**src/rtl/ahb_pkg.sv**
```systemverilog
// ---------------------------------------------------------------------------
// ahb_pkg
// Shared AHB-Lite encodings and arbiter state type.
//   htrans_t    : transfer type encoding (IDLE/BUSY/NONSEQ/SEQ)
//   hburst_t    : burst type encoding, AHB bit order
//   arb_state_t : arbiter FSM state, also exported on the debug port
//   burst_len() : number of beats for a burst type (INCR reports 1)
// ---------------------------------------------------------------------------
package ahb_pkg;

  typedef enum logic [1:0] {
    TR_IDLE   = 2'd0,
    TR_BUSY   = 2'd1,
    TR_NONSEQ = 2'd2,
    TR_SEQ    = 2'd3
  } htrans_t;

  typedef enum logic [2:0] {
    BURST_SINGLE = 3'd0,
    BURST_INCR   = 3'd1,
    BURST_WRAP4  = 3'd2,
    BURST_INCR4  = 3'd3,
    BURST_WRAP8  = 3'd4,
    BURST_INCR8  = 3'd5,
    BURST_WRAP16 = 3'd6,
    BURST_INCR16 = 3'd7
  } hburst_t;

  typedef enum logic [1:0] {
    ST_IDLE   = 2'd0,
    ST_OWNED  = 2'd1,
    ST_LOCKED = 2'd2
  } arb_state_t;

  // Undefined-length INCR has no fixed beat count; it is tracked by a
  // separate flag, so it reports 1 here (beats_left loads 0).
  function automatic logic [4:0] burst_len(input hburst_t b);
    case (b)
      BURST_WRAP4,  BURST_INCR4:  burst_len = 5'd4;
      BURST_WRAP8,  BURST_INCR8:  burst_len = 5'd8;
      BURST_WRAP16, BURST_INCR16: burst_len = 5'd16;
      default:                    burst_len = 5'd1;
    endcase
  endfunction

endpackage

```
**src/rtl/ahb_arbiter_rr_picker.sv**
```systemverilog
// ---------------------------------------------------------------------------
// rr_picker
// Combinational round-robin search: returns the first asserted request
// starting at ptr+1 and wrapping around, ptr itself is examined last.
//   req    : in  NUM_M  request vector
//   ptr    : in  IDX_W  index of the last winner
//   winner : out IDX_W  selected index (0 when none)
//   valid  : out 1      at least one request asserted
// ---------------------------------------------------------------------------
module rr_picker #(
  parameter int NUM_M = 4,
  parameter int IDX_W = 2
) (
  input  logic [NUM_M-1:0] req,
  input  logic [IDX_W-1:0] ptr,
  output logic [IDX_W-1:0] winner,
  output logic             valid
);

  logic [IDX_W-1:0] w_idx;

  always_comb begin
    winner = '0;
    valid  = 1'b0;
    w_idx  = '0;
    for (int off = 1; off <= NUM_M; off++) begin
      w_idx = IDX_W'((int'(ptr) + off) % NUM_M);
      if (!valid && req[w_idx]) begin
        winner = w_idx;
        valid  = 1'b1;
      end
    end
  end

endmodule

```
**src/rtl/ahb_arbiter.sv**
```systemverilog
// ---------------------------------------------------------------------------
// ahb_arbiter
// Round-robin AHB-Lite arbiter for NUM_M masters sharing one slave path.
// Fixed-length bursts are never split, locked sequences keep the bus,
// and the bus parks on DEFAULT_MASTER when nobody requests it.
//
// Handshake: hready is the ready of the address phase. An address phase is
// accepted on a clock edge where hready=1 and htrans is NONSEQ or SEQ; with
// hready=0 every piece of state (burst count, grant, data-phase owner) holds.
//
//   hclk         : in  1       clock
//   hresetn      : in  1       asynchronous active-low reset
//   hbusreq      : in  NUM_M   per-master bus request
//   hlock        : in  NUM_M   per-master locked-sequence request
//   htrans       : in  2       muxed HTRANS of granted master
//   hburst       : in  3       muxed HBURST of granted master
//   hready       : in  1       bus HREADY
//   hgrant       : out NUM_M   registered one-hot grant
//   hmaster      : out HMW     address-phase owner index
//   hmaster_data : out HMW     data-phase owner index
//   hmasterlock  : out 1       current address phase is locked
//   dbg_state    : out 2       arbiter FSM state
// ---------------------------------------------------------------------------
module ahb_arbiter
  import ahb_pkg::*;
#(
  parameter int NUM_M          = 4,
  parameter int HMASTER_WIDTH  = 8,
  parameter int DEFAULT_MASTER = 0
) (
  input  logic                     hclk,
  input  logic                     hresetn,
  input  logic [NUM_M-1:0]         hbusreq,
  input  logic [NUM_M-1:0]         hlock,
  input  logic [1:0]               htrans,
  input  logic [2:0]               hburst,
  input  logic                     hready,
  output logic [NUM_M-1:0]         hgrant,
  output logic [HMASTER_WIDTH-1:0] hmaster,
  output logic [HMASTER_WIDTH-1:0] hmaster_data,
  output logic                     hmasterlock,
  output arb_state_t               dbg_state
);

  localparam int IDX_W = (NUM_M > 1) ? $clog2(NUM_M) : 1;
  localparam logic [IDX_W-1:0] DEF_IDX = IDX_W'(DEFAULT_MASTER);

  arb_state_t       r_state, w_next_state;
  logic [IDX_W-1:0] r_owner, w_next_owner;
  logic [IDX_W-1:0] r_ptr, w_next_ptr;
  logic [IDX_W-1:0] r_data_owner;
  logic             r_lock, w_next_lock;
  logic [NUM_M-1:0] r_grant, w_next_grant;
  logic [4:0]       r_beats;
  logic             r_incr_undef;

  htrans_t          w_trans;
  hburst_t          w_burst;
  logic [4:0]       w_len;
  logic             w_nonseq, w_seq, w_accept, w_arb_pt;
  logic [IDX_W-1:0] w_winner;
  logic             w_valid;

  assign w_trans  = htrans_t'(htrans);
  assign w_burst  = hburst_t'(hburst);
  assign w_len    = burst_len(w_burst);
  assign w_nonseq = (w_trans == TR_NONSEQ);
  assign w_seq    = (w_trans == TR_SEQ);
  assign w_accept = hready & htrans[1];

  // Arbitration point. For undefined-length INCR, a NONSEQ is judged on its
  // own hburst and a SEQ on the flag stored at the NONSEQ, so a fixed burst
  // starting right after an INCR burst is not mistaken for an INCR beat.
  assign w_arb_pt = hready & (
      (w_trans == TR_IDLE)
    | (w_nonseq & (w_len == 5'd1))
    | (w_seq & (r_beats == 5'd1))
    | (w_nonseq & (w_burst == BURST_INCR))
    | (w_seq & r_incr_undef));

  rr_picker #(
    .NUM_M (NUM_M),
    .IDX_W (IDX_W)
  ) u_picker (
    .req    (hbusreq),
    .ptr    (r_ptr),
    .winner (w_winner),
    .valid  (w_valid)
  );

  // Next-state / next-grant logic
  always_comb begin
    w_next_state = r_state;
    w_next_owner = r_owner;
    w_next_ptr   = r_ptr;
    w_next_lock  = r_lock;
    w_next_grant = '0;
    if (w_arb_pt) begin
      if ((r_state == ST_LOCKED) && hlock[r_owner]) begin
        // owner keeps the bus for the whole locked sequence
        w_next_lock = 1'b1;
      end else if (w_valid) begin
        w_next_owner = w_winner;
        w_next_ptr   = w_winner;
        w_next_lock  = hlock[w_winner];
        w_next_state = hlock[w_winner] ? ST_LOCKED : ST_OWNED;
      end else begin
        w_next_owner = DEF_IDX;
        w_next_lock  = 1'b0;
        w_next_state = ST_IDLE;
      end
    end
    w_next_grant[w_next_owner] = 1'b1;
  end

  // FSM and grant registers
  always_ff @(posedge hclk or negedge hresetn) begin
    if (!hresetn) begin
      r_state      <= ST_IDLE;
      r_owner      <= DEF_IDX;
      r_ptr        <= DEF_IDX;
      r_lock       <= 1'b0;
      r_grant      <= NUM_M'(1) << DEF_IDX;
      r_data_owner <= DEF_IDX;
    end else begin
      r_state <= w_next_state;
      r_owner <= w_next_owner;
      r_ptr   <= w_next_ptr;
      r_lock  <= w_next_lock;
      r_grant <= w_next_grant;
      if (hready) begin
        r_data_owner <= r_owner;
      end
    end
  end

  // Burst beat tracking
  always_ff @(posedge hclk or negedge hresetn) begin
    if (!hresetn) begin
      r_beats      <= 5'd0;
      r_incr_undef <= 1'b0;
    end else if (w_accept && w_nonseq) begin
      r_beats      <= w_len - 5'd1;
      r_incr_undef <= (w_burst == BURST_INCR);
    end else if (w_accept && w_seq && (r_beats != 5'd0)) begin
      r_beats <= r_beats - 5'd1;
    end
  end

  assign hgrant       = r_grant;
  assign hmaster      = HMASTER_WIDTH'(r_owner);
  assign hmaster_data = HMASTER_WIDTH'(r_data_owner);
  assign hmasterlock  = r_lock;
  assign dbg_state    = r_state;

endmodule

```
**config.mk**
```make
export PLATFORM = sky130hd
export DESIGN_NAME = ahb_arbiter
export DESIGN_NICKNAME = d
export VERILOG_FILES = /design/src/rtl/ahb_pkg.sv /design/src/rtl/ahb_arbiter_rr_picker.sv /design/src/rtl/ahb_arbiter.sv
export SDC_FILE = /design/constraint.sdc
export NUM_CORES = 1
export LEC_CHECK = 0
export ABC_AREA = 1
export BUFFER_PORTS_ARGS = -buffer_cell sky130_fd_sc_hd__buf_2
export CORE_MARGIN = 2
export CORE_UTILIZATION = 51
export CTS_CLUSTER_SIZE = 10
export DETAILED_ROUTE_END_ITERATION = 10
export GPL_TIMING_DRIVEN = 0
export PLACE_DENSITY_LB_ADDON = 0.05
export SYNTH_ARGS = -nofsm -noshare
export SYNTH_HDL_FRONTEND = slang
export SYNTH_SLANG_ARGS = --single-unit
export TNS_END_PERCENT = 50
```
**constraint.sdc**
```tcl
create_clock -name hclk -period 1.76 [get_ports hclk]
set_input_delay 0.176 -clock hclk [delete_from_list [all_inputs] [get_ports hclk]]
set_output_delay 0.176 -clock hclk [all_outputs]
set_load 0.02 [all_outputs]
```
# After elaboration in Yosys (flattened, before gate mapping)
# Index checks and enable logic that the tools add are counted.
[totals]
register_bits = 19
elab_cells = 96
out_inout_bits = 23
inputBits = 16
[op_classes]
bitwise = 11
n_reduce_logical = 19
eq_ne = 12
order_cmp = 8
muxes = 32
add_sub_neg = 6
[ops]
columns = ["operator", "count"]
rows = [
  ["2-bit by 3-bit less-than comparator with 1-bit output, second input constant", 7],
  ["2-bit 2-to-1 mux", 9],
  ["5-bit case mux with 3 select lines", 1],
  ["1-bit 2-to-1 mux", 13],
  ["1-bit binary-select mux with 2-bit select", 6],
  ["3-bit equality test, second input constant", 4],
  ["5-bit by 1-bit equality test with 1-bit output, second input constant", 2],
  ["5-bit 2-to-1 mux", 2],
  ["5-bit by 1-bit subtractor with 5-bit output, second input constant", 2],
  ["1-bit logical AND", 8],
  ["1-bit AND", 6],
  ["2-bit equality test, second input constant", 3],
  ["3-bit by 2-bit equality test with 1-bit output, second input constant", 2],
  ["2-bit OR reduction", 3],
  ["5-bit nonzero test", 1],
  ["2-bit by 1-bit adder with 2-bit output, second input constant", 2],
  ["2-bit adder, second input constant", 2],
  ["1-bit bitwise OR", 4],
  ["3-bit by 1-bit equality test with 1-bit output, second input constant", 1],
  ["1-bit logical NOT", 3],
  ["3-bit AND reduction", 1],
  ["1-bit demux with 2-bit select", 1],
  ["2-bit by 1-bit >= comparator with 1-bit output, second input constant", 1],
  ["2-bit logical NOT", 1],
  ["other kinds (3)", 3],
]

# Depth between registers and ports, before layout
# Gate-level depths: netlist (run 1).
[logic_depth]
depth_word = 20
ltp_mapped = 15

# By module
# Synthesis (run 1) repeated with hierarchy kept, for this count alone.
[unflattened]
hier_cells = 200
hier_area_um2 = 1421.4
[by_module_without_submodules]
columns = ["module", "area_per_inst_um2", "cells_each", "n_inst", "seq_area_each_um2"]
rows = [
  ["ahb_arbiter", 1149.9, 148, 1, 476.7],
  ["rr_picker", 271.5, 52, 1, 0.0],
]

# Worst setup path after synthesis (run 1)
# No wires, ideal clock.
[synth_timing]
path_kind = "register -> register"
start = "register r_beats[1]"
end = "register r_grant[2] (netlist: hgrant[2])"
path_buffers = 0
setup_slack_ps = 182
arrival_ps = 1506
synth_period_minus_slack_ps = 1578
path_stages_with_launch = 15
t_required_ps = 1689
path_cell_list = "dfrtp_1 inv_1 ha_1 nand3_1 nand2_1 nand2_1 a21oi_2 nand2_1 nor2_4 nand2_1 inv_2 nand2_1 o21ai_2 inv_2 nor2_1"
[synth_via]
elab_chain_cells = 11
elab_cells_between_ends = 12
cone_classes = "order compare (2); eq/ne (1); mux (3); bitwise (5); reduce/logical (1)"
[synth_rtl]
columns = ["item", "line", "text"]
rows = [
  ["start: declaration", "ahb_arbiter.sv:54", "logic [4:0] r_beats;"],
  ["start signal: assignment", "ahb_arbiter.sv:143", "r_beats <= w_len - 5'd1;"],
  ["start signal: assignment", "ahb_arbiter.sv:146", "r_beats <= r_beats - 5'd1;"],
  ["5-bit by 1-bit equality test with 1-bit output (*)", "ahb_arbiter.sv:77", "| (w_seq & (r_beats == 5'd1))"],
  ["1-bit AND (*)", "ahb_arbiter.sv:77", ""],
  ["1-bit bitwise OR (*)", "ahb_arbiter.sv:77", ""],
  ["1-bit bitwise OR (*)", "ahb_arbiter.sv:78", "| (w_nonseq & (w_burst == BURST_INCR))"],
  ["1-bit bitwise OR (*)", "ahb_arbiter.sv:79", "| (w_seq & r_incr_undef));"],
  ["1-bit AND (*)", "ahb_arbiter.sv:74", "assign w_arb_pt = hready & ("],
  ["2-bit 2-to-1 mux (*)", "ahb_arbiter.sv:98", "if (w_arb_pt) begin"],
  ["named net w_next_owner[1]", "ahb_arbiter.sv:49", "logic [IDX_W-1:0] r_owner, w_next_owner;"],
  ["2-bit by 3-bit less-than comparator with 1-bit output (implied by the code) / 2-bit by 1-bit >= comparator with 1-bit output (equally long branches)", "ahb_arbiter.sv:113", "w_next_grant[w_next_owner] = 1'b1;"],
  ["1-bit logical AND (implied by the code)", "ahb_arbiter.sv:113", ""],
  ["1-bit 2-to-1 mux (implied by the code)", "ahb_arbiter.sv:113", ""],
  ["1-bit demux with 2-bit select (*)", "ahb_arbiter.sv:113", ""],
  ["named net w_next_grant[2]", "ahb_arbiter.sv:53", "logic [NUM_M-1:0] r_grant, w_next_grant;"],
  ["end signal: assignment", "ahb_arbiter.sv:123", "r_grant <= NUM_M'(1) << DEF_IDX;"],
  ["end signal: assignment", "ahb_arbiter.sv:130", "r_grant <= w_next_grant;"],
  ["end: declaration", "ahb_arbiter.sv:53", ""],
]
# The timed path passes the listed nets; every way through them passes the cells marked *.
# A chain may end at the register's enable or synchronous reset.

# Worst setup path after layout (run 1)
[layout_timing]
start = "register r_ptr[1]"
end = "register r_state[0] (netlist: dbg_state[0])"
[layout_via]
elab_chain_cells = 17
elab_cells_between_ends = 30
cone_classes = "add/sub (4); mux (20); reduce/logical (6)"
[layout_rtl]
columns = ["item", "line", "text"]
rows = [
  ["start: declaration", "ahb_arbiter.sv:50", "logic [IDX_W-1:0] r_ptr, w_next_ptr;"],
  ["start signal: assignment", "ahb_arbiter.sv:128", "r_ptr <= w_next_ptr;"],
  ["2-bit by 1-bit adder with 2-bit output", "ahb_arbiter_rr_picker.sv:27", "w_idx = IDX_W'((int'(ptr) + off) % NUM_M);"],
  ["1-bit binary-select mux with 2-bit select", "ahb_arbiter_rr_picker.sv:28", "if (!valid && req[w_idx]) begin"],
  ["1-bit 2-to-1 mux (implied by the code)", "ahb_arbiter_rr_picker.sv:28", ""],
  ["1-bit 2-to-1 mux", "ahb_arbiter_rr_picker.sv:28", ""],
  ["1-bit logical NOT", "ahb_arbiter_rr_picker.sv:28", ""],
  ["1-bit logical AND", "ahb_arbiter_rr_picker.sv:28", ""],
  ["1-bit 2-to-1 mux", "ahb_arbiter_rr_picker.sv:28", ""],
  ["1-bit logical NOT", "ahb_arbiter_rr_picker.sv:28", ""],
  ["1-bit logical AND", "ahb_arbiter_rr_picker.sv:28", ""],
  ["1-bit 2-to-1 mux", "ahb_arbiter_rr_picker.sv:28", ""],
  ["1-bit logical NOT", "ahb_arbiter_rr_picker.sv:28", ""],
  ["1-bit logical AND", "ahb_arbiter_rr_picker.sv:28", ""],
  ["2-bit 2-to-1 mux", "ahb_arbiter_rr_picker.sv:28", ""],
  ["1-bit binary-select mux with 2-bit select", "ahb_arbiter.sv:106", "w_next_state = hlock[w_winner] ? ST_LOCKED : ST_OWNED;"],
  ["1-bit 2-to-1 mux (implied by the code)", "ahb_arbiter.sv:106", ""],
  ["2-bit 2-to-1 mux", "ahb_arbiter.sv:106", ""],
  ["2-bit 2-to-1 mux (*)", "ahb_arbiter.sv:102", "end else if (w_valid) begin"],
  ["end signal: assignment", "ahb_arbiter.sv:126", "r_state <= w_next_state;"],
  ["end: declaration", "ahb_arbiter.sv:48", "arb_state_t r_state, w_next_state;"],
]
# Mark *: on every way between the ends. The rest lies on a longest branch, timed or not. The select of a mux whose other input is x is not followed.

==> reports/qor.yml, run 1 <==
run_status: "finished with violations"
violations: "setup timing"
fmax_mhz: 561.9
num-fill-cells: 204
overflow: 0
critical_path_peak_fanout: 5
num-nets-final: 252
initial_antenna_violation_count: 0
worst_ir_drop_on_vdd_mv: 1.540
synthToLayoutAreaGrowth_pct: 39.44
detail_route.iter0.violations: 26
routedWlPerCell_um: 12.27
die_height_um: 54.56
synth-seq-area-share_pct: 36.56
detailed_placement_wirelength_estimate_um: 2154
post-route-worst-setup-slack_ps: -19.54
floorplan.initialDensity_pct: 53.11
hold_viol_final: 0
critPathCaptureType: "flip-flop"
insertion_delay_ps: 310
power-per-cell-area_nw_per_um2: 1810
mostFrequentLayoutCell: "sky130_fd_sc_hd__nand2_1"
clock_pin_transition_on_the_worst_setup_and_hold_timing_paths_ps: 120
gp_congestion: 0.8487
clock_path_buffers: 2
most-common-layout-cells: "sky130_fd_sc_hd__nand2_1 (32), sky130_fd_sc_hd__buf_4 (25), sky130_fd_sc_hd__buf_2 (25)"
totalPowerFinal_mw: 3.290
num_antenna_cells: 0
drv.max_cap_violation_count: 0
grt_use_total_pct: 21.44
floorplan.die.width_um: 54.56
number_of_clock_sinks: 19
ctsHtreeMaxLevel: 1
hold_path.class: "input port to flip-flop"
core_area_sq_um: 2455
number_of_global_route_vias_before_repair: 1113
postLayoutCoreUtil_pct: 74.06
numCtsBuffers: 3
unrepaired_setup_endpoints_after_global_routing: "true"
power.static_leakage_nw: 0.9446
layout_min_cycle_time_ps: 1780
post-route-drc-count: 0
data_required_time_of_the_critical_path_ps: 2010
synth_cells: 179
skew_ps: 2.259
crit_arrival_ps: 2020
io_pins: 39
synthesis.yosys.warnings: 0
regArea_sq_um: 479.2
cts_tree: "built"
finalMaxSlewViolations: 0
setup.worst_path.class: "flip-flop to flip-flop"
grt_first_pass_wirelength_um: 4471
fin_worst_hold_slack_ps: 101.5
vias_per_cell: 5.038
routed-via-count: 1325
setup.worst_path.start_class: "flip-flop"
post_synth.cell_area_avg_sq_um: 7.284
postRouteWirelength_um: 3226
post-route-period-util_pct: 101.1
setup_total_neg_slack_ps: -19.84
multi_input_comb_area_sq_um: 850.8
drt-pass1-iter-count: 4
final_layout_size_suffix_gt1_share_pct: 47.21
std_cell_rows: 18
setup-violations-final: 2
synth.lib_cells_used.distinct: 30
yosys_register_bits: 19
synthesis.area_sq_um: 1304
grt_max_degree: 20
placement.io_buffers: 25
cts.root.buffer_cell: "sky130_fd_sc_hd__clkbuf_4"
design.die.area_sq_um: 2977
route.antenna.remaining_nets: 0
[layout make-up]
class | instances | area share [%]
sequential | 19 | 26.36
tap | 30 | 2.065
timing repair buffer | 39 | 12.80
multi-input combinational | 139 | 46.80
clock buffer | 3 | 1.239
inverter | 18 | 4.542
buffer | 14 | 5.781
clock inverter | 1 | 0.4129
[timing repair]
action	CTS	global route
setup endpoints to repair	6	13
cloned	0	0
hold buffers	1	0
gates resized for setup	3	43
endpoints found under the hold margin	18	0
pin swaps	2	23
buffers inserted	4	9
[critical path, stage by stage (launching register included)]
cell and delay (ps):
sky130_fd_sc_hd__dfrtp_2 470, sky130_fd_sc_hd__inv_4 70, sky130_fd_sc_hd__nand2_1 110, sky130_fd_sc_hd__nand2_4 70
sky130_fd_sc_hd__nand2_4 80, sky130_fd_sc_hd__nand2_4 80, sky130_fd_sc_hd__nor2_4 140, sky130_fd_sc_hd__nand3_4 110
sky130_fd_sc_hd__nand2_4 110, sky130_fd_sc_hd__nand2_4 60, sky130_fd_sc_hd__nand2_1 80, sky130_fd_sc_hd__nand3_2 90
sky130_fd_sc_hd__nand2_1 100, sky130_fd_sc_hd__nand2_1 50, sky130_fd_sc_hd__o21ai_1 70
[logic make-up (layout without fill, tap and decap cells)]
kind of cell | count (synthesis) | after routing | synth area share [%]
AND/OR/NAND/NOR | 100 | 100 | 35.70
buffers and inverters | 32 | 75 | 13.63
AO/OA/AOI/OAI | 24 | 24 | 11.23
adder cells (fa/ha/maj) | 2 | 2 | 1.919
other | 1 | 12 | 0.2876
XOR/XNOR | 1 | 1 | 0.6719
flip-flops | 19 | 19 | 36.56
[path summary, 6_finish.rpt]
check	end	from	cells past startpoint	slack (ps)
setup / recovery	dbg_state[0]$_DFFE_PN0P_	r_ptr[1]$_DFFE_PN0P_	14	-20
hold / removal	r_incr_undef$_DFFE_PN0P_	hburst[0]	3	100
setup reg to reg	dbg_state[0]$_DFFE_PN0P_	r_ptr[1]$_DFFE_PN0P_	14	-20
hold reg to reg	dbg_state[1]$_DFFE_PN0P_	dbg_state[1]$_DFFE_PN0P_	2	530
max in group asynchronous	hgrant[0]$_DFF_PN1_	hresetn	2	1100
min in group asynchronous	r_beats[2]$_DFFE_PN0P_	hresetn	2	330
[power by group]
part / switching (mW) / leakage [nW] / internal (mW)
combinational: 1.42 / 0.699 / 0.888
clock: 0.153 / 0.0139 / 0.0868
sequential: 0.129 / 0.231 / 0.614
[cells in the mapped netlist, drive strengths merged]
cell	n	area, sq um
ha	2	25.02
dfstp	1	26.28
nor2	25	111.4
buf	13	101.4
o21ai	11	58.81
xor2	1	8.760
a21oi	9	56.31
clkbuf	1	3.750
nand3	14	75.07
nand4	2	12.51
or2	1	6.260
conb	1	3.750
inv	18	72.57
o21bai	2	18.77
a31oi	2	12.51
nor3	2	10.01
dfrtp	18	450.4
nand2	56	250.2
[state kept, by name, summed over array words and instances, names as in the netlist]
name,cells
r_ptr,2
r_incr_undef,1
hgrant,4
r_beats,5
r_data_owner,2
r_owner,2
hmasterlock,1
dbg_state,2
[metal layers]
layer	GRT usage, %	up-vias	part of all wire [%]
li1	-	655	-
met1	23.16	617	39
met2	38.96	45	54
met3	5.464	8	5.6
met4	9.583	0	1.8
met5	0	-	0
[through the flow]
stage / instances / setup slack [ps] / cell area (sq um)
2_1_floorplan: 190 / 182.3 / 1345
3_3_place_gp: 245 / -4.914 / 1508
3_5_place_dp: 245 / -8.732 / 1508
4_1_cts: 254 / 7.431 / 1583
5_1_grt: 263 / -135.9 / 1818
6_report: 263 / -19.54 / 1818
(Power assumes the default switching activity.)
==> run 2: changes to the inputs <==
--- a/config.mk
+++ b/config.mk
@@ -13,6 +13,7 @@
 export DETAILED_ROUTE_END_ITERATION = 10
 export GPL_TIMING_DRIVEN = 0
 export PLACE_DENSITY_LB_ADDON = 0.05
+export SKIP_LAST_GASP = 1
 export SYNTH_ARGS = -nofsm -noshare
 export SYNTH_HDL_FRONTEND = slang
 export SYNTH_SLANG_ARGS = --single-unit
==> run 2 against run 1 <==
Compared with the run above: worst hold slack is the same; final area is the same; first-iteration DRC count is the same; highest routed layer unchanged; non-clock buffer count is the same; largest cell class unchanged; largest power group unchanged; routed wire length is the same; the run still ends with setup timing left.
==> reports/qor.yml, run 2 (synthesized netlist as in run 1, its figures left out) <==
synthToLayoutAreaGrowth_pct: 39.44  # unchanged
instances_no_fill: 263  # unchanged
die_height_um: 54.56  # unchanged
r2r_setup_slack_ps: -20  # about the same
run_status: "finished with violations"  # unchanged
core_area_sq_um: 2455  # unchanged
post-route-period-util_pct: 101.1  # unchanged
floorplan.die.width_um: 54.56  # unchanged
numCtsBuffers: 3  # unchanged
timing.hold.worst.start: "hburst[0]"  # unchanged
share_comb_of_total_power_pct: 70.1  # about the same
final_layout_size_suffix_gt1_share_pct: 47.21  # unchanged
totalPowerFinal_mw: 3.290  # unchanged
flip_flop_count_of_the_largest_register_after_layout: 5  # unchanged
post-route-drc-count: 0  # unchanged
ctsHtreeMaxLevel: 1  # unchanged
grt_use_total_pct: 21.44  # unchanged
overflow: 0  # unchanged
setup.worst_path.start_class: "flip-flop"  # unchanged
layout_min_cycle_time_ps: 1780  # unchanged
worst_r2r_startpoint: "r_ptr[1]$_DFFE_PN0P_"  # unchanged
cpPeakStageDelay_ps: 470  # about the same
design.die.area_sq_um: 2977  # unchanged
fin_worst_hold_slack_ps: 101.5  # unchanged
worst_r2r_endpoint: "dbg_state[0]$_DFFE_PN0P_"  # unchanged
grt_max_degree: 20  # unchanged
sequentialPowerShare_pct: 22.6  # about the same
critical_path_cell_by_cell: "inv_4, nand2_1, nand2_4, nand2_4, nand2_4, nor2_4, nand3_4, nand2_4, nand2_4, nand2_1, nand3_2, nand2_1, nand2_1, o21ai_1"  # unchanged
power_switching_mw: 1.702  # unchanged
clock_pin_transition_on_the_worst_setup_and_hold_timing_paths_ps: 120  # about the same
violations: "setup timing"  # unchanged
num-fill-cells: 204  # unchanged
drv.max_cap_violation_count: 0  # unchanged
routed-via-count: 1325  # unchanged
vias_per_cell: 5.038  # unchanged
number_of_global_route_vias_before_repair: 1113  # unchanged
postRouteWirelength_um: 3226  # unchanged
critical_path.most_common_cell: "sky130_fd_sc_hd__nand2_4"  # unchanged
largest_register: "r_beats"  # unchanged
most-common-layout-cells: "sky130_fd_sc_hd__nand2_1 (32), sky130_fd_sc_hd__buf_4 (25), sky130_fd_sc_hd__buf_2 (25)"  # unchanged
hold-path-endpoint: "r_incr_undef$_DFFE_PN0P_"  # unchanged
critical_path_peak_fanout: 5  # unchanged
power.static_leakage_nw: 0.9446  # unchanged
setup_total_neg_slack_ps: -19.84  # unchanged
cell_depth_of_the_worst_hold_path: 3  # unchanged
data_required_time_of_the_critical_path_ps: 2010  # about the same
worst_r2r_path_depth: 14  # unchanged
mostFrequentLayoutCell: "sky130_fd_sc_hd__nand2_1"  # unchanged
skew_ps: 2.259  # unchanged
drt-pass1-iter-count: 4  # unchanged
detail_route.iter0.violations: 26  # unchanged
hold_path.class: "input port to flip-flop"  # unchanged
io_pins: 39  # unchanged
critPathCaptureType: "flip-flop"  # unchanged
finalMaxSlewViolations: 0  # unchanged
crit_arrival_ps: 2020  # about the same
clock_power_share_pct: 7.3  # about the same
multi_input_comb_area_sq_um: 850.8  # unchanged
worst_ir_drop_on_vdd_mv: 1.540  # unchanged
setup.worst_path.class: "flip-flop to flip-flop"  # unchanged
floorplan.initialDensity_pct: 53.11  # unchanged
fmax_mhz: 561.9  # unchanged
cts_tree: "built"  # unchanged
number_of_clock_sinks: 19  # unchanged
hold_viol_final: 0  # unchanged
num-nets-final: 252  # unchanged
regArea_sq_um: 479.2  # unchanged
cell_internal_pwr_mw: 1.588  # unchanged
initial_antenna_violation_count: 0  # unchanged
std_cell_rows: 18  # unchanged
post-route-worst-setup-slack_ps: -19.54  # unchanged
routedWlPerCell_um: 12.27  # unchanged
power.switching_fraction_pct: 51.72  # unchanged
clock_path_buffers: 2  # unchanged
unrepaired_setup_endpoints_after_global_routing: "true"  # unchanged
route.antenna.remaining_nets: 0  # unchanged
number_of_placed_instances_taps_included: 245  # unchanged
grt_first_pass_wirelength_um: 4471  # unchanged
placement.io_buffers: 25  # unchanged
num_antenna_cells: 0  # unchanged
worst_path_max_delay_cell: "sky130_fd_sc_hd__dfrtp_2"  # unchanged
cts.root.buffer_cell: "sky130_fd_sc_hd__clkbuf_4"  # unchanged
detailedPlace.worstSlack_ps: -8.732  # unchanged
gp_congestion: 0.8487  # unchanged
power-per-cell-area_nw_per_um2: 1810  # unchanged
setup-violations-final: 2  # unchanged
insertion_delay_ps: 310  # about the same
detailed_placement_wirelength_estimate_um: 2154  # unchanged
[run 2: cell counts in the layout (fill, tap and decap cells not counted)]
No cell type changed its count.
[run 2: critical path, delay by kind of cell, from the launching register on]
| family | cells | cell delay [ps] |
|---|---|---|
| flops | 1 | 470 |
| simple gates | 12 | 1080 |
| buf+inv | 1 | 70 |
| compound gates | 1 | 70 |
[run 2: worst max-delay path by stage]
stage	from	cells after the start	slack, ps	to
2_1_floorplan	r_beats[1]$_DFFE_PN0P_	14	180	hgrant[2]$_DFF_PN0_
5_1_grt	r_ptr[0]$_DFFE_PN0P_	15	-140	dbg_state[0]$_DFFE_PN0P_
3_3_place_gp	r_beats[1]$_DFFE_PN0P_	14	-5	hgrant[2]$_DFF_PN0_
3_5_place_dp	r_beats[1]$_DFFE_PN0P_	14	-9	hgrant[2]$_DFF_PN0_
4_1_cts	r_ptr[0]$_DFFE_PN0P_	14	7	dbg_state[1]$_DFFE_PN0P_
6_report	r_ptr[1]$_DFFE_PN0P_	14	-20	dbg_state[0]$_DFFE_PN0P_
[run 2: final cells by class]
type,instances,area share (%)
Multi-Input combinational cell,139,46.80
Sequential cell,19,26.36
Timing Repair Buffer,39,12.80
Buffer,14,5.781
Inverter,18,4.542
Tap cell,30,2.065
Clock buffer,3,1.239
Clock inverter,1,0.4129
[run 2: metal layers]
layer  GRT usage, %  vias up  routed length, um
met4          9.583        0                 58
met2          38.96       45               1734
met1          23.16      617               1253
li1               -      655                  -
met5              0        -                  0
met3          5.464        8                181
[run 2: power groups by stage]
stage                     logic [mW]  registers [mW]  clock network [mW]
after floorplan                 1.14           0.853                   0
after global placement          1.57           0.729                   0
after detailed placement        1.62           0.738                   0
after CTS                       1.68           0.729               0.245
after global routing            2.51           0.768               0.263
final                           2.31           0.743               0.239
[run 2: stage by stage]
| step | instance area [sq um] | util (%) |
|---|---|---|
| after CTS | 1583 | 64.48 |
| after global routing | 1818 | 74.06 |
| after detailed placement | 1508 | 61.42 |
| after floorplan | 1345 | - |
| final | 1818 | 74.06 |
| after global placement | 1508 | 61.42 |
[run 2: timing repair]
action | in CTS | in global routing
setup endpoints to repair | 6 | 13
gates resized for setup | 3 | 43
pin swaps | 2 | 23
hold buffers | 1 | 0
buffers inserted | 4 | 9
endpoints found under the hold margin | 18 | 0
==> run 3: changes to the inputs <==
--- a/config.mk
+++ b/config.mk
@@ -6,7 +6,7 @@
 export NUM_CORES = 1
 export LEC_CHECK = 0
 export ABC_AREA = 1
-export BUFFER_PORTS_ARGS = -buffer_cell sky130_fd_sc_hd__buf_2
+export BUFFER_PORTS_ARGS = -buffer_cell sky130_fd_sc_hd__clkbuf_2
 export CORE_MARGIN = 2
 export CORE_UTILIZATION = 51
 export CTS_CLUSTER_SIZE = 10
==> run 3 against run 2 <==
Compared with the run above: the run now ends clean; total power down 5.2%; first-iteration DRC count unchanged; sequential cell count unchanged; sequential power about the same; via count down 3.4%; die area unchanged; cell count down 1.5%; non-clock buffer count down 4; routed wire length down 8.8%; critical path type unchanged; critical endpoint is now hmasterlock$_DFFE_PN0N_; highest routed layer unchanged.
==> reports/qor.yml, run 3 (synthesized netlist as in run 1, its figures left out) <==
critPathCaptureType: "flip-flop"  # unchanged
final_layout_size_suffix_gt1_share_pct: 41.92  # was 47.21%
r2r_setup_slack_ps: 40  # was -20 ps
grt_use_total_pct: 21.67  # was 21.44%
drv.max_cap_violation_count: 0  # unchanged
worst_r2r_endpoint: "hmasterlock$_DFFE_PN0N_"  # was dbg_state[0]$_DFFE_PN0P_
postPlaceCellArea_sq_um: 1508  # unchanged
floorplan.die.width_um: 54.56  # unchanged
worst_ir_drop_on_vdd_mv: 1.379  # was 1.540 mV
finalMaxSlewViolations: 0  # unchanged
numCtsBuffers: 3  # unchanged
cell_depth_of_the_worst_hold_path: 3  # unchanged
slew_at_the_pin_with_the_worst_max_slew_slack_ps: 589.0
worst_r2r_startpoint: "r_ptr[1]$_DFFE_PN0P_"  # unchanged
cell_internal_pwr_mw: 1.514  # was 1.588 mW
routed-via-count: 1280  # was 1,325
layout_min_cycle_time_ps: 1720  # was 1780 ps
number_of_global_route_vias_before_repair: 1132  # was 1,113
detailedPlace.worstSlack_ps: -9.325  # was -8.732 ps
data_required_time_of_the_critical_path_ps: 2020  # was 2010 ps
power.switching_fraction_pct: 51.45  # was 51.72%
postRouteWirelength_um: 2942  # was 3226 um
detail_route.iter0.violations: 26  # unchanged
power_switching_mw: 1.605  # was 1.702 mW
timing.hold.worst.start: "hburst[0]"  # unchanged
num-nets-final: 248  # was 252
skew_ps: 10.56  # was 2.259 ps
grt_first_pass_wirelength_um: 4588  # was 4471 um
initial_antenna_violation_count: 0  # unchanged
setup.worst_path.start_class: "flip-flop"  # unchanged
cts_tree: "built"  # unchanged
overflow: 0  # unchanged
hold-path-endpoint: "r_incr_undef$_DFFE_PN0P_"  # unchanged
gp_congestion: 0.8438  # was 0.8487
grt_max_degree: 20  # unchanged
sequentialPowerShare_pct: 23.7  # was 22.6%
io_pins: 39  # unchanged
mostFrequentLayoutCell: "sky130_fd_sc_hd__nand2_1"  # unchanged
placement.io_buffers: 25  # unchanged
final_cell_area_sq_um: 1738  # was 1818 sq um
power.static_leakage_nw: 0.9107  # was 0.9446 nW
critical_path_peak_fanout: 8  # was 5
hold_path.class: "input port to flip-flop"  # unchanged
post-route-worst-setup-slack_ps: 40.21  # was -19.54 ps
insertion_delay_ps: 320  # was 310 ps
std_cell_rows: 18  # unchanged
die_height_um: 54.56  # unchanged
crit_arrival_ps: 1980  # was 2020 ps
route.antenna.remaining_nets: 0  # unchanged
fmax_mhz: 581.5  # was 561.9 MHz
share_comb_of_total_power_pct: 68.4  # was 70.1%
drt-pass1-iter-count: 4  # unchanged
most-common-layout-cells: "sky130_fd_sc_hd__nand2_1 (40), sky130_fd_sc_hd__clkbuf_2 (25), sky130_fd_sc_hd__buf_4 (21)"  # was sky130_fd_sc_hd__nand2_1 (32), sky130_fd_sc_hd__buf_4 (25), sky130_fd_sc_hd__buf_2 (25)
unrepaired_setup_endpoints_after_global_routing: "true"  # unchanged
hold_viol_final: 0  # unchanged
flip_flop_count_of_the_largest_register_after_layout: 5  # unchanged
clock_power_share_pct: 7.9  # was 7.3%
design.die.area_sq_um: 2977  # unchanged
postLayoutCoreUtil_pct: 70.80  # was 74.06%
cts.root.buffer_cell: "sky130_fd_sc_hd__clkbuf_4"  # unchanged
num_antenna_cells: 0  # unchanged
largest_register: "r_beats"  # unchanged
detailed_placement_wirelength_estimate_um: 2068  # was 2154 um
power-per-cell-area_nw_per_um2: 1795  # was 1810 nW/um^2
routedWlPerCell_um: 11.36  # was 12.27 um
slew-limit-headroom_pct: 60.73
core_area_sq_um: 2455  # unchanged
run_status: "complete, no violations"  # was finished with violations
worst_r2r_path_depth: 13  # was 14
ctsHtreeMaxLevel: 1  # unchanged
post-route-period-util_pct: 97.72  # was 101.1%
clock_path_buffers: 2  # unchanged
clock_pin_transition_on_the_worst_setup_and_hold_timing_paths_ps: 130  # was 120 ps
vias_per_cell: 4.942  # was 5.038
setup.worst_path.class: "flip-flop to flip-flop"  # unchanged
post-route-drc-count: 0  # unchanged
floorplan.initialDensity_pct: 53.11  # unchanged
setup-violations-final: 0  # was 2
synthToLayoutAreaGrowth_pct: 33.30  # was 39.44%
number_of_clock_sinks: 19  # unchanged
[run 3: cell type report]
class / instances / area [sq um]
fillers: 204 / 716.9
plain buffers: 14 / 105.1
flip-flops and latches: 19 / 479.2
clock buffers: 3 / 22.52
multi-input cells: 139 / 805.8
inverters: 18 / 77.57
clock inverters: 1 / 7.507
repair buffers: 35 / 202.7
well taps: 30 / 37.54
[run 3: worst max-delay path: stages (launching register included)]
cell and delay (ps):
sky130_fd_sc_hd__dfrtp_2 460, sky130_fd_sc_hd__inv_4 120, sky130_fd_sc_hd__nand2_1 90, sky130_fd_sc_hd__nand2_2 110
sky130_fd_sc_hd__nand2_4 70, sky130_fd_sc_hd__nand2_4 90, sky130_fd_sc_hd__nor2_1 50, sky130_fd_sc_hd__nor2_2 140
sky130_fd_sc_hd__nand2_4 80, sky130_fd_sc_hd__nand2_4 70, sky130_fd_sc_hd__nand2_1 60, sky130_fd_sc_hd__nand3_2 90
sky130_fd_sc_hd__nand3_4 100, sky130_fd_sc_hd__a21oi_2 140
[run 3: layer usage]
metal,part of all wire (%),vias to the layer above,GRT usage (%)
li1,-,646,-
met4,1.4,0,6.250
met1,41,589,25.39
met2,53,38,38.55
met5,0,-,0
met3,5.1,7,5.738
[run 3: metrics by stage]
| step | instances | hold WS [ps] | total power [mW] | setup TNS [ps] |
|---|---|---|---|---|
| finish | 259 | 94.97 | 3.119 | 0 |
| global route | 259 | 101.5 | 3.394 | -1129 |
| CTS | 253 | 97.47 | 2.633 | 0 |
| detailed placement | 245 | 161.1 | 2.345 | -9.325 |
| global placement | 245 | 149.1 | 2.295 | -3.974 |
| floorplan | 190 | -119.6 | 1.997 | 0 |
[run 3: power by group through the flow]
stage / Combinational [mW] / Sequential, mW / Clock (mW)
2_1_floorplan: 1.14 / 0.853 / 0
3_3_place_gp: 1.56 / 0.733 / 0
3_5_place_dp: 1.61 / 0.740 / 0
4_1_cts: 1.66 / 0.732 / 0.245
5_1_grt: 2.36 / 0.763 / 0.272
6_report: 2.13 / 0.740 / 0.246
[run 3: worst max-delay path by stage]
| stage | start | to | depth (start not counted) |
|---|---|---|---|
| after floorplan | r_beats[1]$_DFFE_PN0P_ | hgrant[2]$_DFF_PN0_ | 14 |
| after global placement | r_beats[1]$_DFFE_PN0P_ | hgrant[2]$_DFF_PN0_ | 14 |
| after detailed placement | r_beats[1]$_DFFE_PN0P_ | hgrant[2]$_DFF_PN0_ | 14 |
| after CTS | r_ptr[1]$_DFFE_PN0P_ | dbg_state[1]$_DFFE_PN0P_ | 13 |
| after global routing | r_ptr[0]$_DFFE_PN0P_ | hmasterlock$_DFFE_PN0N_ | 14 |
| final | r_ptr[1]$_DFFE_PN0P_ | hmasterlock$_DFFE_PN0N_ | 13 |
[run 3: what timing repair did]
action	4_1_cts	5_1_grt
pin swaps	2	13
endpoints found under the hold margin	18	0
hold buffers	1	0
buffers inserted	3	6
setup endpoints to repair	3	13
gates resized for setup	3	27
